--- config.mk ---
export PLATFORM = sky130hd
export DESIGN_NAME = spi_arb
export DESIGN_NICKNAME = d
export VERILOG_FILES = /design/src/rtl/spi_arb_pkg.sv /design/src/rtl/spi_arb.sv
export SDC_FILE = /design/constraint.sdc
export NUM_CORES = 1
export LEC_CHECK = 0
export ABC_CLOCK_PERIOD_IN_PS = 4660
export BUFFER_PORTS_ARGS = -buffer_cell sky130_fd_sc_hd__clkbuf_2
export CAP_MARGIN = 20
export CORE_MARGIN = 5
export CORE_UTILIZATION = 55
export CTS_BUF_LIST = sky130_fd_sc_hd__clkbuf_8
export DETAILED_ROUTE_END_ITERATION = 8
export GPL_TIMING_DRIVEN = 0
export PLACE_DENSITY = 0.87
export SLEW_MARGIN = 15
export SYNTH_ARGS = -nofsm -noshare
export SYNTH_HDL_FRONTEND = slang
export SYNTH_SLANG_ARGS = --single-unit
--- constraint.sdc ---
create_clock -name clk -period 4.66 [get_ports clk]
set_clock_uncertainty 0.15 [all_clocks]
set_input_delay 0 -clock clk [delete_from_list [all_inputs] [get_ports clk]]
set_output_delay 0 -clock clk [all_outputs]
set_load 0.03 [all_outputs]
--- src/rtl/spi_arb_pkg.sv ---
// Shared types and constants for the SPI master arbiter between the
// inertial and A2D sensor interfaces.
package spi_arb_pkg;

    typedef enum logic [2:0] {
        IDLE  = 3'd0,
        ISSUE = 3'd1,
        BUSY  = 3'd2,
        RESP  = 3'd3,
        GAP   = 3'd4
    } state_t;

    localparam logic OWN_INERT = 1'b0;
    localparam logic OWN_A2D   = 1'b1;

    localparam logic [15:0] RSP_TIMEOUT = 16'hFFFF;

endpackage

--- src/rtl/spi_arb.sv ---
// Shares one SPI master between the inertial and A2D interfaces: arbitrates,
// routes SS_n, returns responses, enforces bus gaps and a hung-transfer watchdog.
module spi_arb
    import spi_arb_pkg::*;
#(
    parameter int MAX_INERT_CONSEC = 4,
    parameter int GAP_CYC          = 8,
    parameter int TIMEOUT          = 4096
) (
    input  logic        clk,
    input  logic        rst_n,
    input  logic        inert_req,
    input  logic [15:0] inert_cmd,
    output logic        inert_done,
    output logic [15:0] inert_rsp,
    input  logic        a2d_req,
    input  logic [15:0] a2d_cmd,
    output logic        a2d_done,
    output logic [15:0] a2d_rsp,
    output logic        spi_wrt,
    output logic [15:0] spi_cmd,
    input  logic        spi_done,
    input  logic [15:0] spi_rsp,
    input  logic        spi_SS_n,
    output logic        INERT_SS_n,
    output logic        A2D_SS_n,
    output logic        owner,
    output logic        timeout_err,
    input  logic        err_clr
);

    // One counter serves both the gap hold and the BUSY watchdog.
    localparam int CNT_MAX = (TIMEOUT > GAP_CYC) ? TIMEOUT : GAP_CYC;
    localparam int CNT_W   = $clog2(CNT_MAX + 1);
    localparam int CON_W   = $clog2(MAX_INERT_CONSEC + 1);

    localparam logic [CNT_W-1:0] GAP_LAST = CNT_W'(GAP_CYC - 1);
    localparam logic [CNT_W-1:0] TO_LAST  = CNT_W'(TIMEOUT - 1);
    localparam logic [CON_W-1:0] CON_MAX  = CON_W'(MAX_INERT_CONSEC);

    state_t            r_state;
    state_t            w_state_nxt;
    logic [CNT_W-1:0]  r_cnt;
    logic [CON_W-1:0]  r_consec;
    logic              r_owner;
    logic [15:0]       r_spi_cmd;
    logic              r_spi_wrt;
    logic [15:0]       r_inert_rsp;
    logic [15:0]       r_a2d_rsp;
    logic              r_timeout_err;

    logic              w_any_req;
    logic              w_pick_a2d;
    logic              w_timeout;
    logic              w_capture;
    logic              w_active;
    logic [15:0]       w_rsp_val;

    always_comb begin
        w_any_req  = inert_req | a2d_req;
        w_pick_a2d = a2d_req & (~inert_req | (r_consec == CON_MAX));
        w_timeout  = (r_state == BUSY) && !spi_done && (r_cnt == TO_LAST);
        w_capture  = (r_state == BUSY) && (spi_done || w_timeout);
        w_rsp_val  = spi_done ? spi_rsp : RSP_TIMEOUT;
    end

    always_comb begin
        w_state_nxt = r_state;
        w_active    = 1'b0;
        inert_done  = 1'b0;
        a2d_done    = 1'b0;
        INERT_SS_n  = 1'b1;
        A2D_SS_n    = 1'b1;
        case (r_state)
            IDLE:    if (w_any_req) w_state_nxt = ISSUE;
            ISSUE:   w_state_nxt = BUSY;
            BUSY:    if (spi_done || w_timeout) w_state_nxt = RESP;
            RESP:    w_state_nxt = GAP;
            GAP:     if (r_cnt == GAP_LAST) w_state_nxt = IDLE;
            default: w_state_nxt = IDLE;
        endcase
        w_active = (r_state == ISSUE) || (r_state == BUSY) || (r_state == RESP);
        if (w_active && (r_owner == OWN_INERT)) INERT_SS_n = spi_SS_n;
        if (w_active && (r_owner == OWN_A2D))   A2D_SS_n   = spi_SS_n;
        if (r_state == RESP) begin
            inert_done = (r_owner == OWN_INERT);
            a2d_done   = (r_owner == OWN_A2D);
        end
    end

    always_ff @(posedge clk or negedge rst_n) begin
        if (!rst_n) r_state <= IDLE;
        else        r_state <= w_state_nxt;
    end

    always_ff @(posedge clk or negedge rst_n) begin
        if (!rst_n) begin
            r_cnt <= '0;
        end else if (w_state_nxt != r_state) begin
            r_cnt <= '0;
        end else if ((r_state == BUSY) || (r_state == GAP)) begin
            r_cnt <= r_cnt + CNT_W'(1);
        end
    end

    always_ff @(posedge clk or negedge rst_n) begin
        if (!rst_n) begin
            r_consec      <= '0;
            r_owner       <= OWN_INERT;
            r_spi_cmd     <= '0;
            r_spi_wrt     <= 1'b0;
            r_inert_rsp   <= '0;
            r_a2d_rsp     <= '0;
            r_timeout_err <= 1'b0;
        end else begin
            r_spi_wrt <= (r_state == ISSUE);
            if ((r_state == IDLE) && w_any_req) begin
                r_owner   <= w_pick_a2d ? OWN_A2D : OWN_INERT;
                r_spi_cmd <= w_pick_a2d ? a2d_cmd : inert_cmd;
                // Only inertial grants made while A2D waits count toward forcing A2D.
                if (w_pick_a2d || !a2d_req)  r_consec <= '0;
                else if (r_consec != CON_MAX) r_consec <= r_consec + CON_W'(1);
            end
            if (w_capture) begin
                if (r_owner == OWN_A2D) r_a2d_rsp   <= w_rsp_val;
                else                    r_inert_rsp <= w_rsp_val;
            end
            if (w_timeout)    r_timeout_err <= 1'b1;
            else if (err_clr) r_timeout_err <= 1'b0;
        end
    end

    assign spi_wrt     = r_spi_wrt;
    assign spi_cmd     = r_spi_cmd;
    assign owner       = r_owner;
    assign inert_rsp   = r_inert_rsp;
    assign a2d_rsp     = r_a2d_rsp;
    assign timeout_err = r_timeout_err;

endmodule

# After elaboration in Yosys (flattened, before gate mapping)
# Index checks and enable logic that the tools add are counted.
op_classes:
  add_sub_neg: 2
  eq_ne: 9
  mux: 17
  bitwise_logic: 5
  reduce_logical: 20
ops:
  columns: ["operator", "n"]
  rows:
  - ["$mux 16", 2]
  - ["$mux 13", 2]
  - ["$mux 3", 5]
  - ["$pmux 3 s5", 1]
  - ["$add 13x1->13 const B", 1]
  - ["$eq 13x12->1 const B", 1]
  - ["$eq 13x3->1 const B", 1]
  - ["$mux 1", 7]
  - ["$eq 3x2->1 const B", 2]
  - ["$eq 3x3->1 const B", 2]
  - ["$logic_and 1x1->1", 6]
  - ["$reduce_and 2->1", 3]
  - ["$reduce_bool 2->1", 3]
  - ["$logic_or 1x1->1", 5]
  - ["$add 3x1->3 const B", 1]
  - ["$eq 3x1->1 const B", 1]
  - ["$logic_not 3->1", 1]
  - ["$ne 3x3->1", 1]
  - ["$ne 3x3->1 const B", 1]
  - ["$logic_not 1->1", 2]
  - ["$not 1->1", 2]
  - ["$or 1x1->1", 2]
  - ["$and 1x1->1", 1]
word_totals:
  regBits: 70
  input_bits: 55
  out_inout_bits: 55

# Longest topological paths before layout
# Gate-level depths: netlist of the first run.
logic_depth:
  word_depth: 8
  mapped_depth: 8

# Worst setup path after synthesis of the first run
# OpenSTA, ideal clock, no wires.
synth_path:
  path_type: "reg2reg"
  startpoint: "register r_consec[0]"
  endpoint: "register r_spi_cmd[14], in the netlist spi_cmd[14]"
  setup_time_ps: 136
  t_arrival_ps: 1658
  required_time_ps: 4374
  slack_ps: 2716
  stages_incl_launch_ff: 9
  path_buffers: 2
  synth_period_minus_slack_ps: 1944
  cell_sequence: "dfrtp_1 inv_1 ha_1 a21boi_0 nand2b_1 buf_2 buf_2 mux2i_1 o21ai_0"
synth_via:
  elab_chain_cells: 4
synth_lines:
  columns: ["item", "line", "rtl"]
  rows:
  - ["from (decl)", "spi_arb.sv:44", "logic [CON_W-1:0] r_consec;"]
  - ["from (signal assigned)", "spi_arb.sv:122", "else if (r_consec != CON_MAX) r_consec <= r_consec + CON_W'(1);"]
  - ["$eq 3x3->1", "spi_arb.sv:61", "w_pick_a2d = a2d_req & (~inert_req | (r_consec == CON_MAX));"]
  - ["$or 1x1->1", "spi_arb.sv:61", null]
  - ["$and 1x1->1", "spi_arb.sv:61", null]
  - ["$mux 16", "spi_arb.sv:119", "r_spi_cmd <= w_pick_a2d ? a2d_cmd : inert_cmd;"]
  - ["to (signal assigned)", "spi_arb.sv:119", null]
  - ["to (decl)", "spi_arb.sv:46", "logic [15:0] r_spi_cmd;"]
# Every way passes these cells.
# A chain may end at the register's enable or synchronous reset.

# Worst setup path in the final report of the first run
layout_path:
  startpoint: "register r_consec[0]"
  endpoint: "register r_spi_cmd[13], in the netlist spi_cmd[13]"
# The elaborated chain is that of the path after synthesis.

==> results of run 1 <==
==> worst register-to-register path, delay by kind of cell, from the launching register on <==
| family | cells | cell delay (ps) |
|---|---|---|
| adders and majority gates | 1 | 190 |
| buffers and inverters | 4 | 1240 |
| and+or+nand+nor | 1 | 150 |
| muxes | 1 | 280 |
| DFF | 1 | 430 |
| AOI/OAI and AO/OA | 2 | 450 |
==> registers in the layout, indices dropped and copies added, names as in the netlist <==
register,flops
a2d_rsp,16
inert_rsp,16
owner,1
r_cnt,13
r_consec,3
r_state,3
spi_cmd,16
spi_wrt,1
timeout_err,1
==> area by class of cell <==
type | count | area (um2)
Sequential cell | 70 | 1750
Multi-Input combinational cell | 174 | 1190
Timing Repair Buffer | 167 | 1150
Fill cell | 245 | 962
Clock buffer | 9 | 124
Buffer | 14 | 92.6
Tap cell | 72 | 90.1
Clock inverter | 7 | 66.3
Inverter | 4 | 15.0
==> worst paths after layout <==
kind / startpoint / endpoint / slack, ps / cells after the start
min in group asynchronous: rst_n / a2d_rsp[13] / 450 / 3
max in group asynchronous: rst_n / inert_rsp[3] / 2680 / 4
setup reg to reg: r_consec[0] / spi_cmd[13] / 1600 / 9
hold / removal: spi_SS_n / A2D_SS_n / 280 / 4
hold reg to reg: inert_rsp[2] / inert_rsp[2] / 350 / 1
setup / recovery: r_consec[0] / spi_cmd[13] / 1600 / 9
==> layer usage <==
metal	vias up	track usage [%]	routed length [um]
met3	84	12.2	1280
met4	0	18.4	765
met1	1487	38.8	3900
met2	296	52.4	5370
met5	-	0.699	0
li1	1297	-	-
==> cells in the final DEF, fill, tap and decap left out, types with 2 or more instances in the layout <==
cell and n:
o22a_1 32, dfrtp_1 70, buf_6 2, inv_1 5, nor3_1 4, nand2b_1 2
xnor2_1 4, nand2_1 29, dlygate4sd3_1 57, xor2_1 9, nand4_1 7, clkbuf_8 11
and4_4 2, nor2_1 20, ha_1 3, nand3_1 6, clkinv_4 2, mux2i_1 16
buf_2 4, o21ai_0 23, clkbuf_1 6, nor4_1 2, nor3_4 2, clkbuf_2 108
clkinv_2 3
==> report_power, final <==
group	switching [mW]	leakage, nW	internal (mW)
clock	0.241	0.104	0.244
combinational	0.962	1.22	0.422
sequential	0.189	0.857	0.849
==> logic make-up after synthesis <==
family | Yosys count | synth area share (%)
buffers and inverters | 18 | 3.53
xor gates and xnor gates | 13 | 3.73
muxes | 16 | 5.25
and+or+nand+nor | 81 | 13.6
adders and majority gates | 3 | 1.23
DFF | 70 | 57.4
AOI/OAI and AO/OA | 61 | 15.2
==> per-stage QoR <==
stage	util, %	std cells	total power, mW	worst slack, ps	instance area [um2]
final	82.3	517	2.91	1600	4480
after global routing	82.3	517	3.03	1370	4480
after CTS	82.3	517	2.77	1890	4480
after detailed placement	68.3	444	2.26	2400	3720
after global placement	67.8	443	2.21	2530	3690
after floorplan	-	262	1.84	2720	3050
==> results.sh, run 1 <==
export IMPL_vdd_drop_max_v=0.000535
export IMPL_antenna_cells=0
export IMPL_grt_pass1_vias=3337
export IMPL_setup_viol=0
export IMPL_grt_antenna_before_repair=0
export IMPL_netlist_area_um2=3050
export IMPL_cp_slowest_cell="dlygate4sd3_1"
export IMPL_tritoncts="built"
export IMPL_grt_usage_pct=33.0
export IMPL_synth_edff_count=0
export IMPL_synthTopCellsByArea="dfrtp_1 (57%), o22a_1 (9.2%), mux2i_1 (5.3%), o21ai_0 (3.8%), nand2_1 (3.6%)"
export IMPL_power_density_nw_per_um2=649
export IMPL_dr_pass1_iters=5
export IMPL_vias=3164
export IMPL_async_flop_share_pct=100
export IMPL_outcome="completed"
export IMPL_fmax_ghz=0.327
export IMPL_htree_levels=3
export IMPL_cts_resized_gates=0
export IMPL_synth_most_common_cell="dfrtp_1"
export IMPL_finalWirelength_mm=11.3
export IMPL_pin_count=110
export IMPL_hold_violations=0
export IMPL_cts_made_buffers=9
export IMPL_fin_setup_tns_ps=0
export IMPL_worst_path_most_repeated_cell="buf_2"
export IMPL_slew_headroom_pct=50.2
export IMPL_ys_flop_type="dfrtp_1"
export IMPL_area_growth_pct=46.8
export IMPL_cts_max_path_buffers=2
export IMPL_power_leakage_nw=2.18
export IMPL_start_util_pct=56.1
export IMPL_clock_sinks=70
export IMPL_synth_seq_cells=70
export IMPL_netlist_area_leader_share_pct=57.4
export IMPL_crit_buf_inv=4
export IMPL_clk_transition_reported_paths_ps=80
export IMPL_wire_per_inst_um=21.9
export IMPL_postCtsHoldBufs=57
export IMPL_clk_insertion_delay_late_ps=360
export IMPL_synth_cell_types=34
export IMPL_synthCells=262
export IMPL_drc=0
export IMPL_crit_arrival_ps=3110
export IMPL_whs_ps=277
export IMPL_viasPerCell=6.12
export IMPL_finalMaxSlewViolations=0
export IMPL_rows=27
export IMPL_synth_avg_cell_area_um2=11.6
export IMPL_seq_area_frac_synth_pct=57.4
export IMPL_grt_pass1_wl_mm=17.9
export IMPL_fin_nets=498
export IMPL_dpl_hpwl_mm=5.60
export IMPL_grt_overflow=0
export IMPL_worst_setup_path_type="reg2reg"
export IMPL_postCtsSetupRepairBufs=0
export IMPL_cp_data_required_time_ps=4700
export IMPL_crit_fanout=10
export IMPL_die_h_um=84.5
export IMPL_grt_max_degree=47
export IMPL_rsz0062_at_grt="false"
export IMPL_yosys_warnings=0
export IMPL_die_w_um=84.5
export IMPL_io_buffers=109
export IMPL_synth_nets=320
export IMPL_path_cells="inv_1 > ha_1 > a21boi_0 > nand2b_1 > buf_2 > buf_2 > mux2i_1 > dlygate4sd3_1 > o21ai_0"
export IMPL_synth_area_leader_cell="dfrtp_1"
export IMPL_fp_dieArea_um2=7140
export IMPL_period_minus_slack_ps=3060
export IMPL_core_um2=5440
export IMPL_gp_congestion=0.873
export IMPL_synth_top_cells_by_count="dfrtp_1 (70), o22a_1 (32), nand2_1 (29)"
export IMPL_cts_root_buf="clkbuf_8"
export IMPL_slowest_delay_ps=570
export IMPL_startpoint_type="flop"
export IMPL_drtIter0Drc=514
export IMPL_critical_path_top_delay_family="buffers and inverters"
export IMPL_drv_cap=0
export IMPL_min_period_over_period_pct=65.7
export IMPL_worst_pin_slew_ps=741
export IMPL_layout_drive_gt1_share_pct=31.9
export IMPL_ant_nets=0
export IMPL_hold_path_class="in2out"
export IMPL_crit_path_end_kind="flop"
(Power assumes the default switching activity.)
==> run 2, diff against run 1 <==
--- a/config.mk
+++ b/config.mk
@@ -5,15 +5,15 @@
 export SDC_FILE = /design/constraint.sdc
 export NUM_CORES = 1
 export LEC_CHECK = 0
-export ABC_CLOCK_PERIOD_IN_PS = 4660
+export ABC_CLOCK_PERIOD_IN_PS = 2950
 export BUFFER_PORTS_ARGS = -buffer_cell sky130_fd_sc_hd__clkbuf_2
 export CAP_MARGIN = 20
 export CORE_MARGIN = 5
-export CORE_UTILIZATION = 55
+export CORE_UTILIZATION = 51
 export CTS_BUF_LIST = sky130_fd_sc_hd__clkbuf_8
 export DETAILED_ROUTE_END_ITERATION = 8
 export GPL_TIMING_DRIVEN = 0
-export PLACE_DENSITY = 0.87
+export PLACE_DENSITY = 0.82
 export SLEW_MARGIN = 15
 export SYNTH_ARGS = -nofsm -noshare
 export SYNTH_HDL_FRONTEND = slang
==> constraint.sdc (replaced) <==
create_clock -name clk -period 2.95 [get_ports clk]
set_clock_uncertainty 0.15 [all_clocks]
set_input_delay 0 -clock clk [delete_from_list [all_inputs] [get_ports clk]]
set_output_delay 0 -clock clk [all_outputs]
set_load 0.03 [all_outputs]
==> results.sh, run 2 (synthesis results as in run 1) <==
export IMPL_hold_violations=0
export IMPL_crit_arrival_ps=2780
export IMPL_die_w_um=87.3
export IMPL_drc=0
export IMPL_critical_path_top_delay_family="buffers and inverters"
export IMPL_finalWirelength_mm=9.08
export IMPL_dpl_hpwl_mm=5.56
export IMPL_antenna_cells=0
export IMPL_hold_path_class="in2async"
export IMPL_slowest_delay_ps=580
export IMPL_whs_ps=100
export IMPL_ant_nets=0
export IMPL_p_sw_share_pct=46.2
export IMPL_fp_dieArea_um2=7630
export IMPL_worst_pin_slew_ps=659
export IMPL_crit_fanout=10
export IMPL_cts_root_buf="clkbuf_8"
export IMPL_layout_drive_gt1_share_pct=32.2
export IMPL_fin_util_pct=76.2
export IMPL_rrSetupSlack_ps=220
export IMPL_die_h_um=87.3
export IMPL_drv_cap=0
export IMPL_grt_antenna_before_repair=0
export IMPL_seqPwrFrac_pct=35.3
export IMPL_clock_sinks=70
export IMPL_slew_headroom_pct=55.7
export IMPL_use_met3_pct=4.54
export IMPL_fmax_ghz=0.367
export IMPL_vdd_drop_max_v=0.000734
export IMPL_io_buffers=109
export IMPL_setup_ws_ps=225
export IMPL_layout_common_cells="clkbuf_2 (108), dfrtp_1 (70), dlygate4sd3_1 (56), o22a_1 (32), nand2_1 (29)"
export IMPL_area_growth_pct=47.1
export IMPL_cell_internal_pwr_mw=2.40
export IMPL_htree_levels=3
export IMPL_met1_usage_pct=32.4
export IMPL_finalMaxSlewViolations=0
export IMPL_vias=2811
export IMPL_startpoint_type="flop"
export IMPL_crit_path_end_kind="flop"
export IMPL_clk_transition_reported_paths_ps=80
export IMPL_fill_cells=362
export IMPL_power_frac_comb_pct=47.0
export IMPL_finalPower_mw=4.47
export IMPL_clkPwrFrac_pct=17.7
export IMPL_wire_per_inst_um=17.5
export IMPL_grt_overflow=0
export IMPL_pin_count=110
export IMPL_clk_insertion_delay_late_ps=340
export IMPL_power_leakage_nw=2.17
export IMPL_cp_data_required_time_ps=3000
export IMPL_dp_slack_ps=629
export IMPL_dpl_instance_area_um2=3720
export IMPL_placed_cells=447
export IMPL_busiest_layer="met2"
export IMPL_min_period_over_period_pct=92.4
export IMPL_cts_made_buffers=9
export IMPL_final_common_cell="clkbuf_2"
export IMPL_dr_pass1_iters=4
export IMPL_viasPerCell=5.42
export IMPL_drtIter0Drc=151
export IMPL_start_util_pct=51.8
export IMPL_cts_max_path_buffers=2
export IMPL_core_um2=5890
export IMPL_setup_viol=0
export IMPL_path_cells="inv_1 > ha_1 > a21boi_1 > nand2b_1 > buf_2 > buf_4 > mux2i_1 > dlygate4sd3_1 > o21ai_0"
export IMPL_crit_buf_inv=4
export IMPL_net_switching_power_mw=2.07
export IMPL_grtUsageMet2_pct=42.1
export IMPL_cp_slowest_cell="dlygate4sd3_1"
export IMPL_grt_usage_pct=25.9
export IMPL_grt_pass1_vias=3023
export IMPL_design_area_um2=4490
export IMPL_period_minus_slack_ps=2730
export IMPL_rsz0062_at_grt="false"
export IMPL_fin_nets=497
export IMPL_finalNonFillerCells=519
export IMPL_grt_max_degree=59
export IMPL_grt_pass1_wl_mm=15.0
export IMPL_outcome="completed"
export IMPL_worst_setup_path_type="reg2reg"
export IMPL_rows=28
export IMPL_fin_setup_tns_ps=0
export IMPL_gp_congestion=0.815
export IMPL_power_density_nw_per_um2=996
export IMPL_tritoncts="built"
export IMPL_postCtsSetupRepairBufs=0
==> run 2: cell type report <==
class	instances	area (um2)	share of cell area, %
repair buffers	166	1140	25.3
flip-flops and latches	70	1750	39.0
clock inverters	7	80.1	1.78
well taps	75	93.8	2.09
clock buffers	9	124	2.76
inverters	4	15.0	0.335
multi-input cells	174	1190	26.5
plain buffers	14	95.1	2.12
==> run 2: worst paths after layout <==
path	startpoint	end	cells after the start
max	r_consec[0]	spi_cmd[8]	9
min	rst_n	owner	3
max in group asynchronous	rst_n	spi_cmd[10]	3
min reg2reg	a2d_rsp[11]	a2d_rsp[11]	1
min in group clk	spi_SS_n	A2D_SS_n	4
max reg2reg	r_consec[0]	spi_cmd[8]	9
==> run 2: power groups by stage <==
stage | clock, mW | combinational [mW] | sequential [mW]
after floorplan | 0 | 0.684 | 2.22
after CTS | 0.801 | 2.06 | 1.56
final | 0.791 | 2.10 | 1.58
after global routing | 0.849 | 2.25 | 1.62
after global placement | 0 | 1.94 | 1.56
after detailed placement | 0 | 1.99 | 1.57
==> run 2: per-layer routing <==
metal  vias up  routed length, um
met5         -                  0
met4         0                399
met3        38                463
met2       114               4650
met1      1359               3570
li1       1300                  -
==> run 2: worst register-to-register path: stages, from the launching register on <==
cell,delay [ps]
dfrtp_1,400
inv_1,60
ha_1,190
a21boi_1,230
nand2b_1,140
buf_2,260
buf_4,270
mux2i_1,230
dlygate4sd3_1,580
o21ai_0,80
==> run 2: repair_timing <==
item,in CTS,in global routing
setup endpoints to repair,0,9
endpoints found under the hold margin,123,0
hold buffers,56,0
resized for setup,0,3
